$ cat config.mk
export PLATFORM = sky130hd
export DESIGN_NAME = irq_pending_4_v
export DESIGN_NICKNAME = d
export VERILOG_FILES = /design/src/rtl/irq_pending_4_v.sv
export SDC_FILE = /design/constraint.sdc
export NUM_CORES = 1
export LEC_CHECK = 0
export BUFFER_PORTS_ARGS = -buffer_cell sky130_fd_sc_hd__buf_4
export CAP_MARGIN = 20
export CORE_MARGIN = 3
export CORE_UTILIZATION = 48
export DETAILED_ROUTE_END_ITERATION = 6
export GPL_ROUTABILITY_DRIVEN = 0
export MAX_ROUTING_LAYER = met4
export PLACE_DENSITY = 0.81
export SLEW_MARGIN = 10
export SYNTH_ARGS = -nofsm -noshare
export SYNTH_HDL_FRONTEND = slang
export SYNTH_SLANG_ARGS = --single-unit
$ cat constraint.sdc
create_clock -name i_clk -period 2.88 [get_ports i_clk]
set_clock_uncertainty 0.15 [all_clocks]
set_input_delay 0.288 -clock i_clk [delete_from_list [all_inputs] [get_ports i_clk]]
set_output_delay 0.288 -clock i_clk [all_outputs]
set_load 0.01 [all_outputs]
$ cat src/rtl/irq_pending_4_v.sv
// irq_pending_4_v: latches four request lines into a pending register and offers the highest-priority
// eligible line as a handshaked 2-bit code. Optional macro: IRQ_PEND_EDGE_EN (edge capture + overflow flags).
`default_nettype none

module irq_pending_4_v #(
  parameter int CNT_W = 8
) (
  input  logic             i_clk,
  input  logic             i_rst,
  input  logic [3:0]       i_req,
  input  logic [3:0]       i_mask,
  input  logic             i_ready,
  output logic [1:0]       o_code,
  output logic             o_valid,
  output logic [3:0]       o_pending,
  output logic [3:0]       o_overflow,
  output logic [CNT_W-1:0] o_count
);

  localparam logic [0:0] S_IDLE  = 1'b0;
  localparam logic [0:0] S_OFFER = 1'b1;

  logic [0:0]       state;
  logic [0:0]       state_nxt;
  logic [3:0]       pending;
  logic [3:0]       overflow;
  logic [3:0]       capture;
  logic [3:0]       eligible;
  logic [3:0]       clr_vec;
  logic [1:0]       code;
  logic [1:0]       code_sel;
  logic [CNT_W-1:0] count;
  logic             accept;
  logic             load;

`ifdef IRQ_PEND_EDGE_EN
  logic [3:0] prev_req;

  always_ff @(posedge i_clk) begin
    if (i_rst) begin
      prev_req <= 4'b0000;
    end else begin
      prev_req <= i_req;
    end
  end

  assign capture = i_req & ~prev_req;

  // A capture that lands on a bit being cleared this cycle is absorbed by set-wins, not lost.
  always_ff @(posedge i_clk) begin
    if (i_rst) begin
      overflow <= 4'b0000;
    end else begin
      overflow <= overflow | (capture & pending & ~clr_vec);
    end
  end
`else
  assign capture  = i_req;
  assign overflow = 4'b0000;
`endif

  assign eligible = pending & ~i_mask;

  always_comb begin
    code_sel = 2'd0;
    for (int i = 3; i >= 0; i--) begin
      if (eligible[i]) begin
        code_sel = 2'(i);
      end
    end
  end

  generate
    for (genvar n = 0; n < 4; n++) begin : g_clr
      assign clr_vec[n] = accept && (code == 2'(n));
    end
  endgenerate

  always_ff @(posedge i_clk) begin
    if (i_rst) begin
      state <= S_IDLE;
    end else begin
      state <= state_nxt;
    end
  end

  always_comb begin
    state_nxt = state;
    case (state)
      S_IDLE:  if (|eligible) state_nxt = S_OFFER;
      S_OFFER: if (i_ready)   state_nxt = S_IDLE;
      default: state_nxt = S_IDLE;
    endcase
  end

  always_comb begin
    load   = 1'b0;
    accept = 1'b0;
    case (state)
      S_IDLE:  load   = |eligible;
      S_OFFER: accept = i_ready;
      default: ;
    endcase
  end

  // The code is only loaded from IDLE, which freezes it for the whole offer.
  always_ff @(posedge i_clk) begin
    if (i_rst) begin
      code    <= 2'd0;
      count   <= '0;
      pending <= 4'b0000;
    end else begin
      if (load) begin
        code <= code_sel;
      end
      if (accept) begin
        count <= count + 1'b1;
      end
      pending <= (pending & ~clr_vec) | capture;
    end
  end

  assign o_code     = code;
  assign o_valid    = (state == S_OFFER);
  assign o_pending  = pending;
  assign o_overflow = overflow;
  assign o_count    = count;

endmodule

`default_nettype wire

==> reports/results.txt <==
status: completed
Final ANT Viol Nets: 0
family with the most delay on the worst path: flip-flops
Max Buffers Root-to-Sink: 2
unrepaired setup endpoints after global routing: no
f_max: 663.6 MHz
initial core utilization: 51.97%
Max Cap Violations: 0
Mapped Area: 693.2 sq um
post-layout util: 67.26%
post-synthesis cell type count: 27
total grt overflow: 0
drt initial violations: 3
Setup crit start kind: register
CP max-delay cell: dfxtp_1
post_cts resized: 0
max-slew violation count: 0
layout cell share with drive strength beyond 1: 31.13%
period utilisation layout: 52.32%
Num CTS Buffers: 3
Detail Placement HPWL: 1078 um
Die Area: 0.001936 sq mm
CP arrival: 1.07 ns
Synth top area share: 43.32%
total iterations of the first detailed-routing run: 2
total power: 0.4125 mW
Post-synth EDFFs: 0
CP max stage delay: 0.58 ns
WL per Instance: 11.79 um
Pleak: 0.3987 nW
Hold WS: 0.04520 ns
initial antenna violation count: 0
crit path cell chain: buf_4
vias per inst: 5.347
critical path peak fanout: 12
Cell Area, Placed: 869.6 sq um
final hold violation count: 0
Core Box Area: 0.001334 sq mm
area leader, netlist: dfxtp_1
DRT Wirelength: 1427 um
final setup violating endpoints: 0
first-pass GRT wire length: 2408 um
Yosys Warn Count: 0
Layout area overhead: 29.42%
vias: 647
Clock transition at path regs: 0.09 ns
setup ws final: 1.373 ns
DRC viols: 0
final cell count without fillers: 121
Clock Latency Late Sink: 0.29 ns
CP bufs+invs: 1
vias in the first global route: 574
htree depth: 1
Synth area leaders: dfxtp_1, nor2_1, xor2_1
critical path class: reg2out
pre-CTS setup slack: 1.418 ns
# placed instances: 117
layout net count: 119
Yosys reg bits: 15
clock sink total: 15
GRT Total Usage: 17.68%
num ports: 30
largest net degree at the start of global routing: 17
Reg2Reg Setup Slack: 1.40 ns
CP required: 2.44 ns
synthesized instance count: 80
Async SR Flop Fraction: 0%
Setup crit end kind: output port
post-CTS setup buffer count: 0
Synth Area per Inst: 8.665 sq um
port buffer count: 25
register area share after synthesis: 43.32%
Ant. Diodes: 0
finished layout cell area: 897.1 sq um
list of most frequent post-synthesis cells: dfxtp_1, nor2_1, a21oi_1
Post-synth top flop: dfxtp_1
# rows: 13
power per cell area: 459.8 mW/mm^2
most frequent cell after synthesis: dfxtp_1
hold buffers post-CTS: 0
Root Buffer: clkbuf_4
CTS tree: yes
Setup TNS: 0 ns
crit path time final: 1.507 ns
worst vdd ir: 0.2911 mV
Die X: 44 um
die height: 44 um
Worst Hold Class: in2reg
-- cell type report --
class | instances | area, sq um
multi-input cells | 61 | 359.1
repair buffers | 25 | 187.7
inverters | 1 | 3.754
well taps | 15 | 18.77
fillers | 129 | 436.7
clock buffers | 3 | 22.52
flip-flops and latches | 15 | 300.3
clock inverters | 1 | 5.005
-- per-layer routing --
metal	vias up	global-route usage [%]	share of wire (%)
li1	321	-	-
met1	295	20.15	45
met2	28	26.45	45
met3	3	5.394	8.1
met4	0	11.45	2.0
met5	-	-	0
-- kinds of logic (layout without fill, tap and decap cells) --
group / after synthesis / after routing / synth area share (%)
mux: 1 / 1 / 1.624
xor+xnor: 6 / 6 / 7.581
compound gates: 10 / 10 / 7.580
other cells: 1 / 4 / 0.5410
buf+inv: 7 / 30 / 6.498
flops: 15 / 15 / 43.32
simple gates: 39 / 39 / 31.05
fa+ha+maj: 1 / 1 / 1.805
-- sequential cells by signal, summed over array words and instances, names as in the netlist --
register and cells:
o_code 2, o_count 8, o_pending 4, o_valid 1
-- path summary, 6_finish.rpt --
check,start,endpoint,depth (start not counted)
worst max-delay path,o_valid,o_valid,1
worst min-delay path,i_req[3],o_pending[3],3
worst max register to register,o_valid,o_pending[0],4
worst min register to register,o_count[1],o_count[1],2
-- power breakdown --
part	switching, mW	internal, mW	leakage (nW)
Clock	0.0691	0.0516	0.0177
Combinational	0.0278	0.0331	0.258
Sequential	0.0140	0.217	0.123
Total	0.111	0.302	0.399
-- cells in the final DEF, fill, tap and decap left out, types with 2 or more instances in the layout --
cell type / count
a21oi_1: 7
a31oi_1: 2
buf_4: 25
clkbuf_4: 3
conb_1: 4
dfxtp_1: 15
nand2_1: 5
nand2b_1: 2
nand4_1: 2
nand4b_1: 3
nor2_1: 13
nor2b_1: 3
nor3_1: 2
or3_1: 2
xor2_1: 5
(Power assumes the default switching activity.)
